<file path="src/rtl/mpsoc_msi_wb_arbiter_rr.sv">
// Wishbone B3 N-master to 1-slave arbiter: round-robin grant, cycle-level bus
// locking by the owner's cyc, and a watchdog that turns a hung access into err.
module mpsoc_msi_wb_arbiter_rr #(
    parameter int AW          = 32,
    parameter int DW          = 32,
    parameter int NUM_MASTERS = 3,
    parameter int TIMEOUT     = 255
) (
    input  logic                        wb_clk_i,
    input  logic                        wb_rst_i,
    // master side
    input  logic [NUM_MASTERS*AW-1:0]   wbm_adr_i,
    input  logic [NUM_MASTERS*DW-1:0]   wbm_dat_i,
    input  logic [NUM_MASTERS*DW/8-1:0] wbm_sel_i,
    input  logic [NUM_MASTERS-1:0]      wbm_we_i,
    input  logic [NUM_MASTERS-1:0]      wbm_cyc_i,
    input  logic [NUM_MASTERS-1:0]      wbm_stb_i,
    input  logic [NUM_MASTERS*3-1:0]    wbm_cti_i,
    input  logic [NUM_MASTERS*2-1:0]    wbm_bte_i,
    output logic [NUM_MASTERS*DW-1:0]   wbm_dat_o,
    output logic [NUM_MASTERS-1:0]      wbm_ack_o,
    output logic [NUM_MASTERS-1:0]      wbm_err_o,
    output logic [NUM_MASTERS-1:0]      wbm_rty_o,
    // slave side
    output logic [AW-1:0]               wbs_adr_o,
    output logic [DW-1:0]               wbs_dat_o,
    output logic [DW/8-1:0]             wbs_sel_o,
    output logic                        wbs_we_o,
    output logic                        wbs_cyc_o,
    output logic                        wbs_stb_o,
    output logic [2:0]                  wbs_cti_o,
    output logic [1:0]                  wbs_bte_o,
    input  logic [DW-1:0]               wbs_dat_i,
    input  logic                        wbs_ack_i,
    input  logic                        wbs_err_i,
    input  logic                        wbs_rty_i,
    // status
    output logic [NUM_MASTERS-1:0]      grant_o,
    output logic                        state_o
);

    localparam int OW = (NUM_MASTERS > 1) ? $clog2(NUM_MASTERS) : 1;
    localparam int CW = (TIMEOUT > 0) ? $clog2(TIMEOUT + 1) : 1;
    localparam int SW = DW / 8;

    localparam logic [OW-1:0] LAST_IDX = OW'(NUM_MASTERS - 1);
    localparam logic [CW-1:0] TO_MAX   = CW'(TIMEOUT);
    localparam logic [CW-1:0] TO_LAST  = CW'((TIMEOUT > 0) ? TIMEOUT - 1 : 0);

    typedef enum logic {
        IDLE  = 1'b0,
        GRANT = 1'b1
    } state_t;

    state_t          state, state_nxt;
    logic [OW-1:0]   owner, last_owner, rr_pick;
    logic            rr_found;
    logic [CW-1:0]   to_cnt;
    logic            owner_cyc, owner_stb, slave_term, expire;

    assign owner_cyc  = wbm_cyc_i[owner];
    assign owner_stb  = wbm_stb_i[owner];
    assign slave_term = wbs_ack_i | wbs_err_i | wbs_rty_i;
    assign state_o    = (state == GRANT);
    assign wbm_dat_o  = {NUM_MASTERS{wbs_dat_i}};

    // Round-robin search starting just above the previous owner.
    always_comb begin
        rr_found = 1'b0;
        rr_pick  = '0;
        for (int i = 1; i <= NUM_MASTERS; i++) begin
            if (!rr_found && wbm_cyc_i[(int'(last_owner) + i) % NUM_MASTERS]) begin
                rr_found = 1'b1;
                rr_pick  = OW'((int'(last_owner) + i) % NUM_MASTERS);
            end
        end
    end

    always_comb begin
        state_nxt = state;
        case (state)
            IDLE:    if (rr_found)   state_nxt = GRANT;
            GRANT:   if (!owner_cyc) state_nxt = IDLE;
            default: state_nxt = IDLE;
        endcase
    end

    always_ff @(posedge wb_clk_i or posedge wb_rst_i) begin
        if (wb_rst_i) begin
            state      <= IDLE;
            owner      <= '0;
            last_owner <= LAST_IDX;
            grant_o    <= '0;
        end else begin
            state <= state_nxt;
            if (state == IDLE && rr_found) begin
                owner   <= rr_pick;
                grant_o <= {{(NUM_MASTERS-1){1'b0}}, 1'b1} << rr_pick;
            end else if (state == GRANT && !owner_cyc) begin
                last_owner <= owner;
                grant_o    <= '0;
            end
        end
    end

    // A slave termination in the expiry cycle takes precedence over the forced err.
    assign expire = (TIMEOUT > 0) && (state == GRANT) && owner_stb && !slave_term
                    && (to_cnt == TO_LAST);

    always_ff @(posedge wb_clk_i or posedge wb_rst_i) begin
        if (wb_rst_i) begin
            to_cnt <= '0;
        end else if (state != GRANT || !owner_stb || slave_term || expire) begin
            to_cnt <= '0;
        end else if (to_cnt != TO_MAX) begin
            to_cnt <= to_cnt + 1'b1;
        end
    end

    // Handshake: a beat is offered while cyc&stb are high and completes in the
    // cycle the slave raises ack/err/rty; the owner keeps the bus while cyc is high.
    always_comb begin
        wbs_adr_o = '0;
        wbs_dat_o = '0;
        wbs_sel_o = '0;
        wbs_we_o  = 1'b0;
        wbs_cyc_o = 1'b0;
        wbs_stb_o = 1'b0;
        wbs_cti_o = '0;
        wbs_bte_o = '0;
        wbm_ack_o = '0;
        wbm_err_o = '0;
        wbm_rty_o = '0;
        if (state == GRANT) begin
            wbs_adr_o = wbm_adr_i[int'(owner)*AW +: AW];
            wbs_dat_o = wbm_dat_i[int'(owner)*DW +: DW];
            wbs_sel_o = wbm_sel_i[int'(owner)*SW +: SW];
            wbs_we_o  = wbm_we_i[owner];
            wbs_cyc_o = owner_cyc;
            wbs_stb_o = owner_stb & ~expire;
            wbs_cti_o = wbm_cti_i[int'(owner)*3 +: 3];
            wbs_bte_o = wbm_bte_i[int'(owner)*2 +: 2];
            wbm_ack_o[owner] = wbs_ack_i;
            wbm_err_o[owner] = wbs_err_i | expire;
            wbm_rty_o[owner] = wbs_rty_i;
        end
    end

endmodule

</file>
<file path="config.mk">
export PLATFORM = sky130hd
export DESIGN_NAME = mpsoc_msi_wb_arbiter_rr
export DESIGN_NICKNAME = d
export VERILOG_FILES = /design/src/rtl/mpsoc_msi_wb_arbiter_rr.sv
export SDC_FILE = /design/constraint.sdc
export NUM_CORES = 1
export LEC_CHECK = 0
export ABC_AREA = 1
export BUFFER_PORTS_ARGS = -buffer_cell sky130_fd_sc_hd__clkbuf_2
export CAP_MARGIN = 20
export CORE_AREA = 2 2 176 178
export DETAILED_ROUTE_END_ITERATION = 10
export DIE_AREA = 0 0 178 180
export GPL_ROUTABILITY_DRIVEN = 0
export PLACE_DENSITY = 0.47
export SLEW_MARGIN = 20
export SYNTH_ARGS = -nofsm -noshare
export SYNTH_HDL_FRONTEND = slang
export SYNTH_SLANG_ARGS = --single-unit
</file>
<file path="constraint.sdc">
create_clock -name wb_clk_i -period 2.5 [get_ports wb_clk_i]
set_clock_uncertainty 0.2 [all_clocks]
set_input_delay 0.5 -clock wb_clk_i [delete_from_list [all_inputs] [get_ports wb_clk_i]]
set_output_delay 0.5 -clock wb_clk_i [all_outputs]
set_load 0.02 [all_outputs]
</file>
* After elaboration in Yosys (flattened, before gate mapping)
Cells that the tools add are included.
** Storage, ports and cells
- Input bits :: 265
- Logic and storage cells :: 96
- Bits in registers :: 16
- Output and inout bits :: 185
** Operators by class
- Equal/unequal tests :: 2
- Div/mod/pow operators :: 3
- Reductions and logical operators :: 19
- Mux-type cells :: 41
- $lt $le $gt $ge :: 5
- Add/sub/neg operators :: 4
- Shift-type cells :: 6
- $mul :: 1
- Bitwise gates (word level) :: 10
** Operator list (number)
- 96-bit by 8-bit indexed part select with 32-bit output :: 2
- 32-bit by 4-bit < comparator with 1-bit output (second input constant) :: 3
- 32-bit by 3-bit modulo with 32-bit output (second input constant) :: 3
- 32-bit two-way mux :: 2
- 1-bit two-way mux :: 18
- 3-bit two-way mux :: 6
- 8-bit two-way mux :: 2
- 1-bit binary-select mux with 2-bit select :: 6
- 12-bit by 5-bit indexed part select with 4-bit output :: 1
- 3-bit AND :: 3
- 9-bit by 5-bit indexed part select with 3-bit output :: 1
- 8-bit by 1-bit adder with 8-bit output (second input constant) :: 1
- 8-bit equality test (second input constant) :: 1
- 1-bit logical AND :: 8
- 2-bit two-way mux :: 4
- 8-bit != test (second input constant) :: 1
- 2-bit by 2-bit adder with 3-bit output (second input constant) :: 2
- 6-bit by 4-bit indexed part select with 2-bit output :: 1
- 1-bit logical NOT :: 5
- 2-bit by 2-bit multiplier with 4-bit output (second input constant) :: 1
- 4-bit two-way mux :: 1
- 2-bit nonzero test :: 2
- 2-bit by 1-bit adder with 3-bit output (second input constant) :: 1
- 1-bit logical OR :: 3
- other kinds (9) :: 13

* Depth between registers and ports, before layout
- Depth after elaboration :: 15
- Gate-level depth with buffers :: 13
- Depth with buffers taken out :: 13

* Worst setup path after synthesis
No wires, ideal clock.
- Path kind :: reg-to-output
- From :: register state (netlist: state_o)
- To :: output wbm_err_o[0]
- Path slack :: 0.135 ns
- Data required time :: 1.800 ns
- Arrival :: 1.665 ns
- Stages on the path, launching flop included :: 8
- Path through :: dfrtp_1 -> buf_4 -> inv_4 -> nor3_4 -> nand2_1 -> nand3_2 -> nand3_1 -> a21oi_1
** On the way
- Cells in the longest elaborated chain, start to end :: 6
** RTL lines
- from (decl) :: RTL line 55 : state_t state, state_nxt;
- from (signal assigned) :: RTL line 95 : state <= state_nxt;
- 1-bit logical AND (2 in series) :: RTL line 107 : assign expire = (TIMEOUT > 0) && (state == GRANT) && owner_stb && !slave_term
- 1-bit logical AND :: RTL line 108 : && (to_cnt == TO_LAST);
- 1-bit bitwise OR :: RTL line 144 : wbm_err_o[owner] = wbs_err_i | expire;
- 3-bit AND (no line)
- 3-bit two-way mux * :: RTL line 134 : if (state == GRANT) begin
- to (decl) :: RTL line 22 : output logic [NUM_MASTERS-1:0] wbm_err_o,
Mark *: on every way between the ends. The rest lies on a longest branch, timed or not.

* Worst setup path after layout
- From :: register owner[0]
- To :: output wbm_err_o[2]
** On the way
- Cells in the longest elaborated chain, start to end :: 8
- Elaborated cells on any way between the ends :: 13
** RTL lines
- from (decl) :: RTL line 56 : logic [OW-1:0] owner, last_owner, rr_pick;
- from (signal assigned) :: RTL line 97 : owner <= rr_pick;
- parallel branches: the longest is 6 deep, another holds 2-bit by 3-bit < comparator with 1-bit output
- 3-bit AND (no line) *
- 3-bit two-way mux * :: RTL line 134
Every way passes the cells marked *. The select of a mux whose other input is x is not followed.

==> summary.md <==
| Metric | Value |
|---|---|
| Status | `finished clean` |
| Slew Limit Fails | `0` |
| Routed wire per std cell | `16.00 um` |
| Worst slack at placement | `0.1713 ns` |
| DIE AREA | `32040 um^2` |
| Part of the Yosys area used for sequential elements | `a little under an eighth` |
| Initial DRC count | `around 270` |
| Power Dens Cells | `between 1000 and 1500 nW/um^2` |
| Largest family of logic cells by synthesized area | `simple AND/OR/NAND/NOR gates` |
| Avg Cell Area, Syn | `5.398 um^2` |
| Hold/Removal Path Class | `in -> async` |
| Antenna diodes | `0` |
| Die span in y | `180 um` |
| Latest clock arrival within the worst-skew pair | `0.24 ns` |
| Clock Tree Buf Depth | `2` |
| GRT overflow | `0` |
| Final setup viols | `0` |
| Post-route cell area | `between 5000 and 6000 um^2` |
| Routed Antenna Nets | `0` |
| Reg clk slew, reported paths | `0.05 ns` |
| Post-CTS Hold Buffers | `0` |
| Drt first pass iters | `4` |
| Startpoint types | `register` |
| Commonest non-fill, non-tap cell in the layout | `clkbuf_2` |
| Total track usage | `between 10% and 20%` |
| F_max | `roughly 410 MHz` |
| Critical path type | `reg -> out` |
| Fin. Hold Viols | `0` |
| Layout cell share with drive strength beyond 1 | `43.43%` |
| Post-synthesis mux area share | `0%` |
| H-tree depth | `1` |
| Max IR drop VDD | `395.3 uV` |
| Syn_nets | `900` |
| Worst slew pin tran | `around 0.62 ns` |
| Row count | `between 60 and 70` |
| Max Cap Viol | `0` |
| Io pins | `450` |
| Reg area | `about 410 um^2` |
| Final period utilization | `around 98%` |
| Synth Area in XOR/XNOR | `less than 1%` |
| Most frequent cells in the layout | `clkbuf_2 (308), nand2_1 (269), nand3_1 (96)` |
| Critical path capture point type | `output port` |
| CTS root buf | `clkbuf_16` |
| Synth Instances | `630` |
| Largest net degree at the start of global routing | `46` |
| Post-DP Area | `slightly below 5000 um^2` |
| FF-to-FF path depth | `13` |
| Synthesized area | `3401 um^2` |
| Worst EP required | `1.80 ns` |
| Layout Nets | `between 1000 and 1500` |
| Worst reg2reg path endpoint | `owner[1]` |
| CTS Buf Count | `3` |
| Placed Cells | `between 1000 and 1500` |
| Starting Density | `~11%` |
| Final Instance Count excl. Fillers | `1248` |
| Layout area overhead | `52.35%` |
| Static leakage | `0.003051 uW` |
| Post-Synth Simple-Gate Area | `50.52%` |
| Slew margin rel. | `58.37%` |
| Setup ws final | `approximately 0.044 ns` |
| HPWL Detailed | `around 15000 um` |
| IO buf count | `about 320` |
| CTS tree | `done` |
| Initial antenna violation count | `0` |
| Count of different cell masters after synthesis | `29` |
| Core Area | `approximately 30000 um^2` |
| Fraction of the mapped netlist area in compound gates | `between 3 and 4%` |
| Final WL | `about 20000 um` |
| Multi-input gate area | `2002 um^2` |
| Number of global-route vias before repair | `4417` |
| Setup TNS | `0 ns` |
| Number of synthesized register bits | `16` |
| Global-route wire length before repair | `~27000 um` |
| Ys Warns | `0` |
| Min Tclk post-route | `~2.5 ns` |
| Routed vias | `4714` |
| Num Clock Sinks | `16` |
| Crit path DAT | `1.76 ns` |
| DRC Markers | `0` |
| RSZ-0062 raised after global routing | `yes` |
| Reg2Reg Launch Point | `last_owner[0]` |
| Die W | `about 180 um` |
| Setup slack, reg-to-reg | `0.33 ns` |
| CP max FO | `4` |
| Via-to-Cell Ratio | `around 3.8` |
| Adder-cell area share of the yosys netlist | `~1.8%` |
| # fillers | `between 3000 and 4000` |
cells by family after synthesis:
kind of cell	Yosys count
flops	16
buf+inv	180
xor+xnor	3
compound gates	23
simple gates	403
fa+ha+maj	5
synth_stat cells, drive strengths merged:
master	instances	area, um^2
a21oi	8	40.04
a22oi	3	22.52
a31oi	5	31.28
buf	118	828.3
clkbuf	4	15.01
dfrtp	15	375.4
dfstp	1	26.28
ha	5	62.56
inv	58	220.2
nand2	273	1030
nand3	99	500.5
nand3b	2	27.53
nand4	3	18.77
nor2	18	82.58
nor3	6	46.30
nor4	1	6.260
o21ai	7	35.03
or2	1	6.260
xor2	3	26.28
final cells by class:
type / count / area share (%)
Multi-Input combinational cell: 434 / 38.64
Clock buffer: 4 / 1.521
Sequential cell: 16 / 7.824
Timing Repair Buffer: 340 / 37.94
Tap cell: 396 / 9.563
Inverter: 58 / 4.516
sequential cells by signal, summed over array words and instances (netlist names):
register	count
grant_o	3
last_owner	2
owner	2
state_o	1
to_cnt	8
routing by layer:
| metal | up-vias | wire length (um) | GRT usage, % |
|---|---|---|---|
| li1 | 2314 | - | - |
| met1 | 2113 | 7790 | 12.81 |
| met2 | 270 | 10130 | 20.09 |
| met3 | 17 | 1839 | 2.855 |
| met4 | 0 | 203 | 1.410 |
| met5 | - | 0 | 0 |
per-stage QoR:
step           util (%)  hold slack (ns)  total power (uW)
6_report          17.16           0.1101              5553
3_5_place_dp      15.97           0.3056              4892
2_1_floorplan         -           0.2130              3325
3_3_place_gp      15.97           0.3101              4888
5_1_grt           17.16           0.1752              6024
4_1_cts           16.42           0.1393              5306
worst max-delay path by stage:
| stage | startpoint | endpoint | slack, ns | cells past startpoint |
|---|---|---|---|---|
| 2_1_floorplan | state_o | wbm_err_o[0] | 0.13 | 7 |
| 4_1_cts | owner[0] | wbm_err_o[0] | -0.007 | 8 |
| 3_5_place_dp | owner[0] | wbs_dat_o[16] | 0.17 | 5 |
| 3_3_place_gp | owner[1] | wbs_dat_o[16] | 0.17 | 8 |
| 5_1_grt | owner[0] | wbm_err_o[0] | -0.05 | 7 |
| 6_report | owner[0] | wbm_err_o[2] | 0.04 | 7 |
critical path: stages (launching register included):
cell and delay [ns]:
dfrtp_2 0.47, buf_12 0.15, nor3_4 0.25, nand2_2 0.11, nand3_4 0.10, nand3_4 0.11, a21oi_2 0.17, buf_4 0.16
power by group:
part / total (uW) / internal (uW) / switching [uW]
combinational: 4830 / 1650 / 3190
clock: 313 / 216 / 96.9
sequential: 409 / 331 / 77.7
total: 5550 / 2190 / 3360
what timing repair did:
| item | 4_1_cts | 5_1_grt |
|---|---|---|
| cloned | 1 | 3 |
| pin swaps | 0 | 7 |
| setup endpoints to repair | 16 | 18 |
| resized for setup | 12 | 37 |
| buffers inserted | 0 | 5 |
| endpoints found under the hold margin | 0 | 0 |
Power figures use the tool's default switching activity.
